**config.mk**
```make
export PLATFORM = sky130hd
export DESIGN_NAME = strassen_2x2_seq
export DESIGN_NICKNAME = d
export VERILOG_FILES = /design/src/rtl/strassen_pkg.sv /design/src/rtl/strassen_operand_sel.sv /design/src/rtl/strassen_2x2_seq.sv
export SDC_FILE = /design/constraint.sdc
export NUM_CORES = 2
export LEC_CHECK = 0
export BUFFER_PORTS_ARGS = -buffer_cell sky130_fd_sc_hd__buf_2
export CORE_UTILIZATION = 40
export DETAILED_ROUTE_END_ITERATION = 6
export GPL_TIMING_DRIVEN = 0
export REMOVE_ABC_BUFFERS = 1
export SYNTH_ARGS = -nofsm -noshare
export SYNTH_HDL_FRONTEND = slang
export SYNTH_SLANG_ARGS = --single-unit
```
**constraint.sdc**
```tcl
create_clock -name clk -period 11.71 [get_ports clk]
set_clock_uncertainty 0.05 [all_clocks]
set_input_delay 1.171 -clock clk [delete_from_list [all_inputs] [get_ports clk]]
set_output_delay 1.171 -clock clk [all_outputs]
set_load 0.05 [all_outputs]
```
**src/rtl/strassen_pkg.sv**
```systemverilog
// ---------------------------------------------------------------------------
// strassen_pkg
// Shared definitions for the sequential 2x2 Strassen multiplier:
//   - state_t        : controller states (IDLE, MUL, COMB, DONE)
//   - M1_IDX..M7_IDX : step index of each Strassen product on the multiplier
//   - STEP_LAST      : final multiply step, after which the combine runs
//   - op_width()     : width of one extended multiplier operand
//   - int_width()    : width of products and of the combine adder
// ---------------------------------------------------------------------------
package strassen_pkg;

    typedef enum logic [1:0] {
        IDLE = 2'd0,
        MUL  = 2'd1,
        COMB = 2'd2,
        DONE = 2'd3
    } state_t;

    localparam int STEP_W = 3;

    localparam logic [STEP_W-1:0] M1_IDX    = 3'd0;
    localparam logic [STEP_W-1:0] M2_IDX    = 3'd1;
    localparam logic [STEP_W-1:0] M3_IDX    = 3'd2;
    localparam logic [STEP_W-1:0] M4_IDX    = 3'd3;
    localparam logic [STEP_W-1:0] M5_IDX    = 3'd4;
    localparam logic [STEP_W-1:0] M6_IDX    = 3'd5;
    localparam logic [STEP_W-1:0] M7_IDX    = 3'd6;
    localparam logic [STEP_W-1:0] STEP_LAST = 3'd6;

    // Operand sums/differences carry one growth bit plus one sign bit, so an
    // unsigned difference such as B12-B22 is still held exactly.
    function automatic int op_width(input int data_w);
        return data_w + 2;
    endfunction

    // Internal precision for products and the combine adder.
    function automatic int int_width(input int data_w);
        return 2 * data_w + 4;
    endfunction

endpackage

```
**src/rtl/strassen_operand_sel.sv**
```systemverilog
// ---------------------------------------------------------------------------
// strassen_operand_sel
// Combinational operand mux for the shared multiplier. For the current step
// it forms the two Strassen factors from the latched A/B elements, extended
// (sign or zero per SIGNED) to op_width(DATA_W) bits and returned as
// two's-complement values.
// Ports:
//   step                 in   current multiply step (M1_IDX..M7_IDX)
//   a11,a12,a21,a22      in   latched matrix A, DATA_W each
//   b11,b12,b21,b22      in   latched matrix B, DATA_W each
//   op_x, op_y           out  left/right multiplier factor, op_width bits
// ---------------------------------------------------------------------------
module strassen_operand_sel
    import strassen_pkg::*;
#(
    parameter int DATA_W = 32,
    parameter int SIGNED = 1
) (
    input  logic [STEP_W-1:0]            step,
    input  logic [DATA_W-1:0]            a11,
    input  logic [DATA_W-1:0]            a12,
    input  logic [DATA_W-1:0]            a21,
    input  logic [DATA_W-1:0]            a22,
    input  logic [DATA_W-1:0]            b11,
    input  logic [DATA_W-1:0]            b12,
    input  logic [DATA_W-1:0]            b21,
    input  logic [DATA_W-1:0]            b22,
    output logic [op_width(DATA_W)-1:0]  op_x,
    output logic [op_width(DATA_W)-1:0]  op_y
);

    localparam int OP_W = op_width(DATA_W);

    function automatic logic [OP_W-1:0] ext(input logic [DATA_W-1:0] v);
        if (SIGNED != 0) begin
            return {{2{v[DATA_W-1]}}, v};
        end
        return {2'b00, v};
    endfunction

    always_comb begin
        op_x = '0;
        op_y = '0;
        case (step)
            M1_IDX: begin
                op_x = ext(a11) + ext(a22);
                op_y = ext(b11) + ext(b22);
            end
            M2_IDX: begin
                op_x = ext(a21) + ext(a22);
                op_y = ext(b11);
            end
            M3_IDX: begin
                op_x = ext(a11);
                op_y = ext(b12) - ext(b22);
            end
            M4_IDX: begin
                op_x = ext(a22);
                op_y = ext(b21) - ext(b11);
            end
            M5_IDX: begin
                op_x = ext(a11) + ext(a12);
                op_y = ext(b22);
            end
            M6_IDX: begin
                op_x = ext(a21) - ext(a11);
                op_y = ext(b11) + ext(b12);
            end
            M7_IDX: begin
                op_x = ext(a12) - ext(a22);
                op_y = ext(b21) + ext(b22);
            end
            default: begin
                op_x = '0;
                op_y = '0;
            end
        endcase
    end

endmodule

```
**src/rtl/strassen_2x2_seq.sv**
```systemverilog
// ---------------------------------------------------------------------------
// strassen_2x2_seq
// Sequential 2x2 Strassen matrix multiplier. One multiplier is reused for
// the seven products M1..M7 (one per cycle), then C11..C22 are formed and
// registered in a single combine cycle. Latency from accept edge to
// out_valid is 8 cycles; minimum initiation interval is 10 cycles.
// Internal arithmetic is exact; reduction to OUT_W happens only when the
// C registers are loaded.
//
// Build option:
//   STRASSEN_SAT_EN  defined   : each C clamps to the OUT_W range
//                    undefined : low OUT_W bits are kept (wrap)
//
// Ports:
//   clk                  in   clock, rising edge
//   rst_n                in   synchronous active-low reset
//   in_valid / in_ready  in/out  operand handshake (ready only in IDLE)
//   a11..a22, b11..b22   in   matrices A and B, DATA_W each
//   out_valid/out_ready  out/in  result handshake
//   c11..c22             out  C = A*B, OUT_W each
//   busy                 out  high in any state other than IDLE
// ---------------------------------------------------------------------------
module strassen_2x2_seq
    import strassen_pkg::*;
#(
    parameter int DATA_W = 32,
    parameter int OUT_W  = 32,
    parameter int SIGNED = 1
) (
    input  logic              clk,
    input  logic              rst_n,
    input  logic              in_valid,
    output logic              in_ready,
    input  logic [DATA_W-1:0] a11,
    input  logic [DATA_W-1:0] a12,
    input  logic [DATA_W-1:0] a21,
    input  logic [DATA_W-1:0] a22,
    input  logic [DATA_W-1:0] b11,
    input  logic [DATA_W-1:0] b12,
    input  logic [DATA_W-1:0] b21,
    input  logic [DATA_W-1:0] b22,
    output logic              out_valid,
    input  logic              out_ready,
    output logic [OUT_W-1:0]  c11,
    output logic [OUT_W-1:0]  c12,
    output logic [OUT_W-1:0]  c21,
    output logic [OUT_W-1:0]  c22,
    output logic              busy
);

    localparam int OP_W  = op_width(DATA_W);
    localparam int INT_W = int_width(DATA_W);

`ifdef STRASSEN_SAT_EN
    // One bit wider than both the exact value and the output, so every
    // clamp bound is representable as a positive/negative signed constant.
    localparam int WIDE = ((INT_W > OUT_W) ? INT_W : OUT_W) + 1;
    localparam logic signed [WIDE-1:0] SMAX = {{(WIDE-OUT_W+1){1'b0}}, {(OUT_W-1){1'b1}}};
    localparam logic signed [WIDE-1:0] SMIN = {{(WIDE-OUT_W+1){1'b1}}, {(OUT_W-1){1'b0}}};
    localparam logic signed [WIDE-1:0] UMAX = {{(WIDE-OUT_W){1'b0}}, {OUT_W{1'b1}}};
`endif

    state_t                   state;
    state_t                   next_state;
    logic [STEP_W-1:0]        step;

    logic [DATA_W-1:0]        a11_r, a12_r, a21_r, a22_r;
    logic [DATA_W-1:0]        b11_r, b12_r, b21_r, b22_r;

    logic signed [INT_W-1:0]  m_r [0:6];

    logic [OP_W-1:0]          op_x;
    logic [OP_W-1:0]          op_y;
    logic signed [INT_W-1:0]  product;

    logic signed [INT_W-1:0]  c11_full, c12_full, c21_full, c22_full;

    strassen_operand_sel #(
        .DATA_W (DATA_W),
        .SIGNED (SIGNED)
    ) u_operand_sel (
        .step (step),
        .a11  (a11_r),
        .a12  (a12_r),
        .a21  (a21_r),
        .a22  (a22_r),
        .b11  (b11_r),
        .b12  (b12_r),
        .b21  (b21_r),
        .b22  (b22_r),
        .op_x (op_x),
        .op_y (op_y)
    );

    // Both factors are two's-complement regardless of SIGNED; widening them
    // to INT_W first keeps the product exact.
    assign product = INT_W'($signed(op_x)) * INT_W'($signed(op_y));

    // Intermediate sums may wrap in INT_W, but each final C fits, so the
    // modular result equals the exact one.
    assign c11_full = m_r[0] + m_r[3] - m_r[4] + m_r[6];
    assign c12_full = m_r[2] + m_r[4];
    assign c21_full = m_r[1] + m_r[3];
    assign c22_full = m_r[0] - m_r[1] + m_r[2] + m_r[5];

    function automatic logic [OUT_W-1:0] reduce_out(input logic signed [INT_W-1:0] v);
`ifdef STRASSEN_SAT_EN
        logic signed [WIDE-1:0] w;
        w = WIDE'(v);
        if (SIGNED != 0) begin
            if (w > SMAX) return OUT_W'(SMAX);
            if (w < SMIN) return OUT_W'(SMIN);
        end else begin
            if (w[WIDE-1]) return '0;
            if (w > UMAX) return OUT_W'(UMAX);
        end
`endif
        return OUT_W'(v);
    endfunction

    assign in_ready = (state == IDLE);
    assign busy     = (state != IDLE);

    always_ff @(posedge clk) begin
        if (!rst_n) begin
            state <= IDLE;
        end else begin
            state <= next_state;
        end
    end

    always_comb begin
        next_state = state;
        case (state)
            IDLE:    if (in_valid)           next_state = MUL;
            MUL:     if (step == STEP_LAST)  next_state = COMB;
            COMB:                            next_state = DONE;
            DONE:    if (out_ready)          next_state = IDLE;
            default:                         next_state = IDLE;
        endcase
    end

    // Datapath: operand latch, product registers, result registers.
    always_ff @(posedge clk) begin
        if (!rst_n) begin
            step      <= '0;
            out_valid <= 1'b0;
            c11       <= '0;
            c12       <= '0;
            c21       <= '0;
            c22       <= '0;
            a11_r     <= '0;
            a12_r     <= '0;
            a21_r     <= '0;
            a22_r     <= '0;
            b11_r     <= '0;
            b12_r     <= '0;
            b21_r     <= '0;
            b22_r     <= '0;
            for (int i = 0; i < 7; i++) begin
                m_r[i] <= '0;
            end
        end else begin
            case (state)
                IDLE: begin
                    if (in_valid) begin
                        a11_r <= a11;
                        a12_r <= a12;
                        a21_r <= a21;
                        a22_r <= a22;
                        b11_r <= b11;
                        b12_r <= b12;
                        b21_r <= b21;
                        b22_r <= b22;
                        step  <= '0;
                    end
                end
                MUL: begin
                    for (int i = 0; i < 7; i++) begin
                        if (step == STEP_W'(i)) begin
                            m_r[i] <= product;
                        end
                    end
                    if (step != STEP_LAST) begin
                        step <= step + 3'd1;
                    end
                end
                COMB: begin
                    c11       <= reduce_out(c11_full);
                    c12       <= reduce_out(c12_full);
                    c21       <= reduce_out(c21_full);
                    c22       <= reduce_out(c22_full);
                    out_valid <= 1'b1;
                end
                DONE: begin
                    if (out_ready) begin
                        out_valid <= 1'b0;
                    end
                end
                default: begin
                    out_valid <= 1'b0;
                end
            endcase
        end
    end

endmodule

```
==> metrics.md <==
| Metric | Value |
|---|---|
| Critical Path Fanout Max | `7` |
| Crit path largest cell delay | `0.54 ns` |
| CP Class | `register to register` |
| Crit start category | `register` |
| Die width | `390 µm` |
| Met3 wire length | `around 12 mm` |
| Initial antenna violation count | `2` |
| CTS tree | `built` |
| Number of synthesized flops with an enable pin | `~220` |
| Failing checks | `setup timing` |
| # IOs | `slightly below 400` |
| Synth area leaders | `fa_1, dfxtp_1, edfxtp_1, ha_1, nand2_1` |
| H-tree depth | `3` |
| Post-Route M1 WL | `80.1 mm` |
| # hold bufs at CTS | `0` |
| PortBufs | `390` |
| Unrepaired setup endpoints after global routing | `yes` |
| Cell mode on critical path | `fa_1` |
| Clock Root Buffer | `clkbuf_16` |
| Worst-path clk slew | `~0.060 ns` |
| #FFs+latches synth | `approximately 610` |
| Final Worst Setup Slack | `-0.654 ns` |
| CTS Buf Count | `between 70 and 80` |
| Rows | `142` |
| Simple-gate area share of the yosys netlist | `18.1%` |
| Min-delay worst type | `register to register` |
| Layout Nets | `8,786` |
| Highest routing layer actually used | `met5` |
| Seq/Total Area, Yosys | `around a quarter` |
| Yosys warns | `0` |
| Distinct cells, synth | `roughly 100` |
| DR WL met2 | `about 90 mm` |
| DRC viols | `0` |
| Critical Path Sink Type | `register` |
| Drt total wl | `roughly 190 mm` |
| Post-Synth XOR/XNOR Area | `5.80%` |
| Layout cell share with drive strength beyond 1 | `between 10% and 20%` |
| Aggregate global routing overflow | `0` |
| Slew Limit Fails | `0` |
| Max Root-Sink Buffers | `3` |
| Synth-to-layout area growth | `13.9%` |
| DP Wirelength | `148 mm` |
| Vias in the first global route | `roughly 52,000` |
| First-pass GRT wire length | `about 300 mm` |
| Starting Density | `about two fifths` |
| Max transition margin | `under 10%` |
| Tcrit/Tclk final | `106%` |
| Compound-Gate Fraction of Synth Area | `~15%` |
| Synth Flop Type | `dfxtp_1` |
| Starting DRT DRC Count | `roughly 3,300` |
| Largest family of logic cells by synthesized area | `adder cells` |
| Synth top area share | `around 18%` |
| CP max-delay cell | `or4_4` |
| DIE AREA | `152,000 µm²` |
| Mapped cell area | `slightly above 60,000 µm²` |
| Synth Area in Adders | `about 28%` |
| Least-Margin Pin Slew | `around 1.4 ns` |
| Antenna viol nets, final | `0` |
| DIE HEIGHT | `390 µm` |
| Pre-CTS WS | `-2.96 ns` |
| Max reg flops | `224` |
| Core outline area | `between 100,000 and 150,000 µm²` |
| Post-synthesis mux area share | `between 1 and 1.5%` |
| Max Cap Violations | `0` |
| Synth Instances | `between 7,000 and 8,000` |
| TritonCTS Sinks | `614` |
| All-Layer GR Usage | `about 25%` |
| Avg Cell Area, Syn | `8.34 µm²` |
| Clk_lat worst skew | `roughly 0.73 ns` |
| Largest net degree at the start of global routing | `121` |
| Async SR Flop Fraction | `0%` |
| Top cell type by total area after synthesis | `fa_1` |
| Final Hold Vio Count | `0` |
| Fmax | `80.9 MHz` |
| Wirelength per Cell | `around 20 µm` |
| Reg with most FFs | `m_r` |
| Vias | `between 50,000 and 60,000` |
| Final setup vio count | `7` |
| Shortest period the worst path allows | `approximately 12 ns` |
| Placer Congestion | `between 0.9 and 1` |
| Status | `complete, but fails checks` |
| DR pass1 iterations | `6` |
| Drt via density | `between 5 and 6` |
| Arrival time worst endpoint | `~13 ns` |
| Worst Path Required | `around 12 ns` |
## through the flow
stage	utilization [%]	TNS (ns)	hold slack (ns)	cell area, µm²	instances
2_1_floorplan	-	-31.56	0.386	59200	6927
3_3_place_gp	42.5	-1533.06	0.389	63700	9333
3_5_place_dp	43.3	-118.90	0.393	64800	9378
4_1_cts	45.5	-4.51	0.410	68200	9549
5_1_grt	45.9	-12.82	0.421	68700	9574
6_report	45.9	-4.47	0.403	68700	9576
## Yosys cell counts (all sizes together) (18+ instances only)
cell type and instances:
nor3 127, nand2 1060, nand4 25, a21oi 580, edfxtp 224, ha 482
o211ai 25, buf 26, or2 26, fa 542, mux2i 75, a21o 133
or3 55, nor2 691, and2 75, xnor2 221, nand3 97, a222oi 30
nor4 29, a31oi 50, a221oi 19, xor2 156, o21ai 280, or4 23
o21bai 37, nor2b 63, a22oi 28, dfxtp 390, nand2b 80, nor3b 18
o21a 44, and3 55, o31ai 23, inv 900, a211oi 49, clkbuf 284
## kinds of logic (layout without fill, tap and decap cells)
logic type	after synthesis	in the layout
compound gates	1463	1463
xor+xnor	385	385
fa+ha+maj	1024	1024
buf+inv	1212	1530
flops	614	614
mux	79	79
other cells	0	2
simple gates	2460	2463
## layer usage
metal / up-vias / track usage (%)
met2: 1552 / 42.5
met5: - / 0
li1: 24600 / -
met4: 2 / 9.44
met3: 331 / 4.30
met1: 25200 / 31.2
## critical path, delay by kind of cell (launching register included)
kind,cells,cell delay (ns)
AO/OA/AOI/OAI,9,2.09
flip-flops,1,0.34
XOR/XNOR,15,3.07
AND/OR/NAND/NOR,9,2.07
buffers and inverters,3,0.27
adder cells (fa/ha/maj),9,4.13
## worst paths after layout
check | startpoint | to | slack (ns) | depth (start not counted)
setup / recovery | a11_r[4]$_SDFFE_PN0P_ | m_r[1][31]$_SDFFCE_PN0P_ | -0.65 | 45
hold / removal | c11[26]$_SDFFE_PN0P_ | c11[26]$_SDFFE_PN0P_ | 0.40 | 2
setup reg to reg | a11_r[4]$_SDFFE_PN0P_ | m_r[1][31]$_SDFFCE_PN0P_ | -0.65 | 45
hold reg to reg | c11[26]$_SDFFE_PN0P_ | c11[26]$_SDFFE_PN0P_ | 0.40 | 2
## timing repair
| action | 4_1_cts | 5_1_grt |
|---|---|---|
| setup endpoints to repair | 105 | 62 |
| gates cloned | 4 | 1 |
| pin swaps | 55 | 37 |
| endpoints found under the hold margin | 0 | 0 |
| resized for setup | 125 | 76 |
| buffers inserted | 36 | 22 |
## cell usage in the layout (no fill, tap or decap), drive strengths merged, types with 28 or more instances in the layout
| cell | instances |
|---|---|
| a211oi | 49 |
| a21o | 133 |
| a21oi | 580 |
| a222oi | 30 |
| a22oi | 28 |
| a31oi | 50 |
| and2 | 77 |
| and3 | 55 |
| buf | 495 |
| clkbuf | 100 |
| dfxtp | 390 |
| edfxtp | 224 |
| fa | 542 |
| ha | 482 |
| inv | 908 |
| mux2i | 75 |
| nand2 | 1061 |
| nand2b | 80 |
| nand3 | 97 |
| nor2 | 691 |
| nor2b | 63 |
| nor3 | 127 |
| nor4 | 29 |
| o21a | 44 |
| o21ai | 280 |
| o21bai | 37 |
| or3 | 55 |
| xnor2 | 221 |
| xor2 | 156 |
## final cells by class
type / instances / area (µm²)
Tap cell: 2016 / 2520
Clock buffer: 99 / 2110
Antenna cell: 2 / 5.00
Timing Repair Buffer: 497 / 3410
Inverter: 902 / 3420
Multi-Input combinational cell: 5414 / 42300
Sequential cell: 614 / 14600
Fill cell: 14800 / 81100
Clock inverter: 32 / 374
Power is not shown: default switching activity piles up to over one toggle a cycle in this logic, so the estimate is an artifact.
